===== src/rtl/instr_loader_pkg.sv =====
// Shared core definitions: decodable opcodes and loader FSM states.
package instr_loader_pkg;

  localparam logic [6:0] OP_R      = 7'b0110011;
  localparam logic [6:0] OP_ALUI   = 7'b0010011;
  localparam logic [6:0] OP_LOAD   = 7'b0000011;
  localparam logic [6:0] OP_JALR   = 7'b1100111;
  localparam logic [6:0] OP_STORE  = 7'b0100011;
  localparam logic [6:0] OP_BRANCH = 7'b1100011;
  localparam logic [6:0] OP_JAL    = 7'b1101111;

  typedef enum logic [1:0] {S_LEN, S_DATA, S_DONE, S_ERR} loader_state_t;

  function automatic logic op_supported(input logic [6:0] op);
    case (op)
      OP_R, OP_ALUI, OP_LOAD, OP_JALR, OP_STORE, OP_BRANCH, OP_JAL: return 1'b1;
      default: return 1'b0;
    endcase
  endfunction

endpackage


===== src/rtl/instr_loader_if.sv =====
// Byte-stream input, imem write port and boot status of the program loader.
interface instr_loader_if #(
  parameter int ADDR_W = 10
);
  logic              rx_valid;
  logic [7:0]        rx_data;
  logic              rx_ready;
  logic              imem_we;
  logic [ADDR_W-1:0] imem_addr;
  logic [31:0]       imem_wdata;
  logic              core_hold;
  logic              done;
  logic              err;
  logic [15:0]       bad_op_cnt;

  // master: byte source / observer; slave: the loader itself
  modport master (
    output rx_valid, rx_data,
    input  rx_ready, imem_we, imem_addr, imem_wdata, core_hold, done, err, bad_op_cnt
  );

  modport slave (
    input  rx_valid, rx_data,
    output rx_ready, imem_we, imem_addr, imem_wdata, core_hold, done, err, bad_op_cnt
  );
endinterface


===== src/rtl/instr_loader_word_assembler.sv =====
// Packs little-endian bytes into 32-bit words; word_vld_o fires combinationally
// on the 4th byte's transfer, with word_dat_o holding the completed word.
module instr_loader_word_assembler (
  input  logic        clk,
  input  logic        rst,
  input  logic        byte_vld_i,
  input  logic [7:0]  byte_dat_i,
  output logic [1:0]  byte_idx_o,
  output logic        word_vld_o,
  output logic [31:0] word_dat_o
);

  // Only the three earlier bytes need storage; the 4th arrives on the input.
  logic [23:0] shift_q, shift_d;
  logic [1:0]  idx_q, idx_d;

  always_comb begin
    shift_d = shift_q;
    idx_d   = idx_q;
    if (byte_vld_i) begin
      shift_d = {byte_dat_i, shift_q[23:8]};
      idx_d   = idx_q + 2'd1;
    end
  end

  always_ff @(posedge clk) begin
    if (rst) begin
      shift_q <= '0;
      idx_q   <= '0;
    end else begin
      shift_q <= shift_d;
      idx_q   <= idx_d;
    end
  end

  assign byte_idx_o = idx_q;
  assign word_vld_o = byte_vld_i && (idx_q == 2'd3);
  assign word_dat_o = {byte_dat_i, shift_q};

endmodule


===== src/rtl/instr_loader.sv =====
// Boot loader: length-prefixed LE byte stream -> imem words, then releases the core.
// The write strobe and S_DONE land on the same edge, so done rises with the last imem_we.
module instr_loader
  import instr_loader_pkg::*;
#(
  parameter int ADDR_W      = 10,
  parameter int BASE_ADDR   = 0,
  parameter int TIMEOUT_CYC = 0
) (
  input  logic clk,
  input  logic rst,
  instr_loader_if.slave bus
);

  localparam int IDLE_W = (TIMEOUT_CYC > 0) ? $clog2(TIMEOUT_CYC + 1) : 1;
  localparam logic [IDLE_W-1:0] IDLE_LIM = IDLE_W'(TIMEOUT_CYC);
  localparam logic [IDLE_W-1:0] IDLE_ONE = IDLE_W'(1);
  localparam logic [ADDR_W:0]   CNT_ONE  = (ADDR_W + 1)'(1);
  localparam logic [ADDR_W-1:0] BASE_A   = ADDR_W'(BASE_ADDR);
  localparam logic [32:0]       CAP      = 33'(1) << ADDR_W;

  loader_state_t     state_q, state_d;
  logic [ADDR_W:0]   n_q, n_d;
  logic [ADDR_W:0]   widx_q, widx_d;
  logic [IDLE_W-1:0] idle_q, idle_d;
  logic              we_q, we_d;
  logic [ADDR_W-1:0] addr_q, addr_d;
  logic [31:0]       wdata_q, wdata_d;
  logic [15:0]       bad_q, bad_d;

  logic        xfer;
  logic        word_vld;
  logic [1:0]  byte_idx;
  logic [31:0] word;

  assign bus.rx_ready = (state_q == S_LEN) || (state_q == S_DATA);
  assign xfer         = bus.rx_valid && bus.rx_ready;

  instr_loader_word_assembler u_asm (
    .clk        (clk),
    .rst        (rst),
    .byte_vld_i (xfer),
    .byte_dat_i (bus.rx_data),
    .byte_idx_o (byte_idx),
    .word_vld_o (word_vld),
    .word_dat_o (word)
  );

  always_comb begin
    state_d = state_q;
    n_d     = n_q;
    widx_d  = widx_q;
    idle_d  = '0;
    we_d    = 1'b0;
    addr_d  = addr_q;
    wdata_d = wdata_q;
    bad_d   = bad_q;

    unique case (state_q)
      S_LEN: begin
        if (word_vld) begin
          if (word == 32'd0) begin
            state_d = S_DONE;
          end else if ({1'b0, word} > CAP) begin
            state_d = S_ERR;
          end else begin
            n_d     = word[ADDR_W:0];
            state_d = S_DATA;
          end
        end
      end
      S_DATA: begin
        if (word_vld) begin
          we_d    = 1'b1;
          addr_d  = BASE_A + widx_q[ADDR_W-1:0];
          wdata_d = word;
          widx_d  = widx_q + CNT_ONE;
          if (!op_supported(word[6:0]) && (bad_q != 16'hFFFF)) begin
            bad_d = bad_q + 16'd1;
          end
          if (widx_q == n_q - CNT_ONE) begin
            state_d = S_DONE;
          end
        end
      end
      default: ;
    endcase

    // Only a stalled partial word or length is timed; idle between words is fine.
    if ((TIMEOUT_CYC > 0) && bus.rx_ready && (byte_idx != 2'd0) && !xfer) begin
      idle_d = idle_q + IDLE_ONE;
      if (idle_d == IDLE_LIM) begin
        state_d = S_ERR;
      end
    end
  end

  always_ff @(posedge clk) begin
    if (rst) begin
      state_q <= S_LEN;
      n_q     <= '0;
      widx_q  <= '0;
      idle_q  <= '0;
      we_q    <= 1'b0;
      addr_q  <= '0;
      wdata_q <= '0;
      bad_q   <= '0;
    end else begin
      state_q <= state_d;
      n_q     <= n_d;
      widx_q  <= widx_d;
      idle_q  <= idle_d;
      we_q    <= we_d;
      addr_q  <= addr_d;
      wdata_q <= wdata_d;
      bad_q   <= bad_d;
    end
  end

  assign bus.imem_we    = we_q;
  assign bus.imem_addr  = addr_q;
  assign bus.imem_wdata = wdata_q;
  assign bus.done       = (state_q == S_DONE);
  assign bus.err        = (state_q == S_ERR);
  assign bus.core_hold  = (state_q != S_DONE);
  assign bus.bad_op_cnt = bad_q;

endmodule


===== src/flat_wrapper.sv =====
// flat-port wrapper written by rule: the top's interface ports become plain ports
module instr_loader_flat import instr_loader_pkg::*;
#(
  parameter int ADDR_W      = 10,
  parameter int BASE_ADDR   = 0,
  parameter int TIMEOUT_CYC = 0
)
  (clk, rst, bus_rx_valid, bus_rx_data, bus_rx_ready, bus_imem_we, bus_imem_addr, bus_imem_wdata, bus_core_hold, bus_done, bus_err, bus_bad_op_cnt);
  instr_loader_if #(.ADDR_W(ADDR_W)) bus_i ();
  input  logic clk;
  input  logic rst;
  input wire logic [$bits(bus_i.rx_valid)-1:0] bus_rx_valid;
  input wire logic [$bits(bus_i.rx_data)-1:0] bus_rx_data;
  output wire logic [$bits(bus_i.rx_ready)-1:0] bus_rx_ready;
  output wire logic [$bits(bus_i.imem_we)-1:0] bus_imem_we;
  output wire logic [$bits(bus_i.imem_addr)-1:0] bus_imem_addr;
  output wire logic [$bits(bus_i.imem_wdata)-1:0] bus_imem_wdata;
  output wire logic [$bits(bus_i.core_hold)-1:0] bus_core_hold;
  output wire logic [$bits(bus_i.done)-1:0] bus_done;
  output wire logic [$bits(bus_i.err)-1:0] bus_err;
  output wire logic [$bits(bus_i.bad_op_cnt)-1:0] bus_bad_op_cnt;
  assign bus_i.rx_valid = bus_rx_valid;
  assign bus_i.rx_data = bus_rx_data;
  assign bus_rx_ready = bus_i.rx_ready;
  assign bus_imem_we = bus_i.imem_we;
  assign bus_imem_addr = bus_i.imem_addr;
  assign bus_imem_wdata = bus_i.imem_wdata;
  assign bus_core_hold = bus_i.core_hold;
  assign bus_done = bus_i.done;
  assign bus_err = bus_i.err;
  assign bus_bad_op_cnt = bus_i.bad_op_cnt;
  instr_loader #(.ADDR_W(ADDR_W), .BASE_ADDR(BASE_ADDR), .TIMEOUT_CYC(TIMEOUT_CYC)) u_core (.clk(clk), .rst(rst), .bus(bus_i));
endmodule

===== config.mk =====
export PLATFORM = sky130hd
export DESIGN_NAME = instr_loader_flat
export DESIGN_NICKNAME = d
export VERILOG_FILES = /design/src/rtl/instr_loader_pkg.sv /design/src/rtl/instr_loader_if.sv /design/src/rtl/instr_loader_word_assembler.sv /design/src/rtl/instr_loader.sv /design/src/flat_wrapper.sv
export SDC_FILE = /design/constraint.sdc
export NUM_CORES = 1
export LEC_CHECK = 0
export CAP_MARGIN = 15
export CORE_MARGIN = 2
export CORE_UTILIZATION = 51
export CTS_CLUSTER_SIZE = 28
export DETAILED_ROUTE_END_ITERATION = 16
export GPL_TIMING_DRIVEN = 0
export PLACE_DENSITY = 0.81
export SYNTH_ARGS = -nofsm -noshare
export SYNTH_HDL_FRONTEND = slang
export SYNTH_SLANG_ARGS = --single-unit

===== constraint.sdc =====
create_clock -name clk -period 3.4 [get_ports clk]
set_clock_uncertainty 0.2 [all_clocks]
set_input_delay 1.02 -clock clk [delete_from_list [all_inputs] [get_ports clk]]
set_output_delay 1.02 -clock clk [all_outputs]
set_load 0.1 [all_outputs]

==> impl_metrics.toml <==
[placed_design]
hpwl_um = 8016
numPortBuffers = 72
place_congestion = 0.8898
dpl-instance-area_um2 = 5421
dp.cells = 736
dp_slack_ns = -0.1450

[detailed_routing]
drtPass1Iterations = 5
drt_iter0_markers = 205
routedWlPerCell_um = 14.46
drc = 0
viasPerCell = 5.441
ant_nets = 0
vias = 4086
wirelength_um = 10860

[grt]
grt_usage_pct = 22.39
grt_overflow = 0
grt_max_degree = 18
use_met1_pct = 25.92
use_met2_pct = 39.19
antenna_found_initial = 0
use_met3_pct = 4.326
busiest_layer = "met2"
grt_pass1_wl_um = 17880
grt_pass1_vias = 3989

[clock_network]
clk_latency_ns = 0.37
clock-sinks = 109
cts-htree-levels = 3
cts_buffer_depth = 2
clkTransAtPathRegs_ns = 0.10
cts_made_buffers = 9
ctsRootBufferMaster = "clkbuf_8"
cts_tree = "done"

[worst_hold_path]
hp-class = "flop to flop"
min_to = "u_core.u_asm.byte_idx_o[1]"
min-delay-start = "u_core.u_asm.byte_idx_o[1]"
whs_path_depth = 2

[worst_setup_path]
critical_path_buf_inv_count = 1
ff2ff_path_depth = 7
r2r_slack_ns = 0.81
cp-start-kind = "flop"
arrival_ns = 2.02
path_class = "flop to primary output"
r2r_end = "u_core.state_q[0]"
path_delay_family = "buffers and inverters"
crit_slowest_cell = "clkdlybuf4s50_1"
path_cells = "clkdlybuf4s50_1"
rr_startpoint = "u_core.n_q[0]"
critical-path-max-stage-delay_ns = 1.18
crit_fanout = 7
end_kind = "primary output"
worstPathRequired_ns = 2.18

[power]
pwr-share-clk_pct = 33.3
seqPwrFrac_pct = 62.4
p_int_mw = 1.584
p_sw_mw = 0.5032
p_per_area_nw_per_um2 = 373.5
switching_share_pct = 24.11
p_comb_share_pct = 4.3
power_leakage_nw = 1.873
design_power_total_mw = 2.087
vdd_drop_max_mv = 0.2507

[logic_synthesis]
synth_compound_area_share_pct = 10.09
synth_cells = 556
synth_top_family_by_area = "simple AND/OR/NAND/NOR gates"
yosysWarnings = 0
yosys.area_share.xor_xnor_pct = 7.678
synth_adder_area_share_pct = 1.097
ys.flop_type = "dfxtp_1"
synth_seq_cells = 109
synth_edf_count = 0
syn_nets = 571
synth_simple_gate_area_share_pct = 26.49
synthMuxAreaShare_pct = 3.071
postSynthAreaPerCell_um2 = 8.207
syn_area_um2 = 4563
synth-seq-area-share_pct = 47.82
synthArstFlopShare_pct = 0
synth.distinct_cells = 44

[outcome]
outcome = "completed"

[cells_and_area]
n_antenna_cell = 0
syn2layout_area_growth_pct = 22.48
final_core_util_pct = 64.40
drive_gt1_share_pct = 4.977
postLayoutCellArea_um2 = 5589
nNetsFinal = 654
fin_cells = 751

[sta]
finalSetupViolCount = 0
worst_slack_ns = 0.1616
period_share_pct = 95.25
tightest_slew_ns = 0.9846
period_minus_slack_ns = 3.238
rsz0062_at_grt = "no"
clock.fmax_mhz = 308.8
finalMaxSlewViolations = 0
slew_headroom_pct = 34.15
hold_violations = 0

[floorplanning]
die_w_um = 98.59
start_util_pct = 52.58
dieArea_um2 = 9720
die_h_um = 98.59
io_pins = 74
rows = 34
core_um2 = 8678

[job]
cap_violations = 0
## cells by family after synthesis
group | count (synthesis)
and+or+nand+nor | 265
AOI/OAI and AO/OA | 83
adders and majority gates | 4
muxes | 14
DFF | 109
buffers and inverters | 41
xor gates and xnor gates | 40
## routing by layer
layer  part of all wire [%]  vias up
met2                     49      110
met3                    4.6       30
met4                    3.0        0
met1                     43     1928
met5                      0        -
li1                       -     2018
## cells in the final DEF (no fill, tap or decap), types with 3 or more instances in the layout
| cell | Yosys | layout |
|---|---|---|
| a21oi_1 | 70 | 70 |
| and2_1 | 3 | 3 |
| and3_1 | 4 | 4 |
| buf_1 | 3 | 3 |
| clkbuf_1 | 27 | 28 |
| clkbuf_8 | 0 | 9 |
| clkdlybuf4s50_1 | 0 | 69 |
| dfxtp_1 | 109 | 109 |
| dlygate4sd2_1 | 0 | 3 |
| ha_1 | 4 | 4 |
| inv_1 | 7 | 7 |
| mux2i_1 | 14 | 14 |
| nand2_1 | 149 | 149 |
| nand3_1 | 7 | 7 |
| nand4_1 | 17 | 17 |
| nand4b_1 | 3 | 3 |
| nor2_1 | 50 | 49 |
| nor3_1 | 6 | 6 |
| nor3_2 | 4 | 3 |
| nor4_1 | 6 | 6 |
| xnor2_1 | 17 | 17 |
| xor2_1 | 23 | 23 |
## Yosys cell counts (2+ instances only)
master	instances	share of area (%)
nand2_1	149	12
dfxtp_1	109	48
a21oi_1	70	7.7
nor2_1	50	4.1
clkbuf_1	27	2.2
xor2_1	23	4.4
nand4_1	17	2.3
xnor2_1	17	3.3
mux2i_1	14	3.1
inv_1	7	0.58
nand3_1	7	0.77
nor3_1	6	0.66
nor4_1	6	0.82
and3_1	4	0.55
ha_1	4	1.1
nor3_2	4	0.88
and2_1	3	0.41
buf_1	3	0.25
nand4b_1	3	0.58
a31oi_1	2	0.27
a32oi_1	2	0.38
and4_1	2	0.38
buf_6	2	0.49
nand3b_1	2	0.33
nor4_2	2	0.55
o21a_1	2	0.33
or4_4	2	0.49
## how the worst max path moves through the flow
stage / from / to / slack (ns) / cells after the start
2_1_floorplan: u_core.state_q[0] / bus_done / 0.30 / 3
3_3_place_gp: bus_rx_valid / u_core.bus.bad_op_cnt[13] / -0.06 / 8
3_5_place_dp: bus_rx_valid / u_core.bus.bad_op_cnt[11] / -0.15 / 8
4_1_cts: u_core.bus.bad_op_cnt[6] / bus_bad_op_cnt[6] / 0.14 / 1
5_1_grt: u_core.bus.bad_op_cnt[6] / bus_bad_op_cnt[6] / 0.09 / 1
6_report: u_core.bus.bad_op_cnt[6] / bus_bad_op_cnt[6] / 0.16 / 1
## stage by stage
step	TNS (ns)	hold slack, ns
after detailed placement	-1.164	0.2497
after floorplan	0	0.2400
after global routing	0	0.2818
final	0	0.2619
after CTS	0	0.2652
after global placement	-0.3966	0.2452
## power by group through the flow
| stage | combinational [mW] | clock [mW] | sequential [mW] |
|---|---|---|---|
| floorplan | 0.0571 | 0 | 1.33 |
| global route | 0.0981 | 0.754 | 1.31 |
| global placement | 0.0869 | 0 | 1.33 |
| detailed placement | 0.0892 | 0 | 1.33 |
| finish | 0.0899 | 0.694 | 1.30 |
| CTS | 0.0894 | 0.711 | 1.30 |
## flip-flops by register name, indices dropped and copies added, names as in the netlist
| name | count |
|---|---|
| u_core.n_q | 11 |
| u_core.bus.imem_wdata | 32 |
| u_core.state_q | 2 |
| u_core.u_asm.shift_q | 24 |
| u_core.bus.imem_we | 1 |
| u_core.bus.bad_op_cnt | 16 |
| u_core.u_asm.byte_idx_o | 2 |
| u_core.bus.imem_addr | 10 |
| u_core.widx_q | 11 |
## cell type report
type | count | area (um2)
Sequential cell | 109 | 2182
Clock inverter | 5 | 37.54
Multi-Input combinational cell | 406 | 2218
Inverter | 7 | 26.28
Buffer | 34 | 145.1
Fill cell | 783 | 3089
Tap cell | 108 | 135.1
Timing Repair Buffer | 72 | 716.9
Clock buffer | 10 | 127.6
## repair_timing
| item | 4_1_cts | 5_1_grt |
|---|---|---|
| hold buffers | 0 | 0 |
| buffers inserted | 0 | 0 |
| endpoints found under the setup margin | 3 | 1 |
| gates resized for setup | 3 | 1 |
Power figures use the tool's default switching activity.
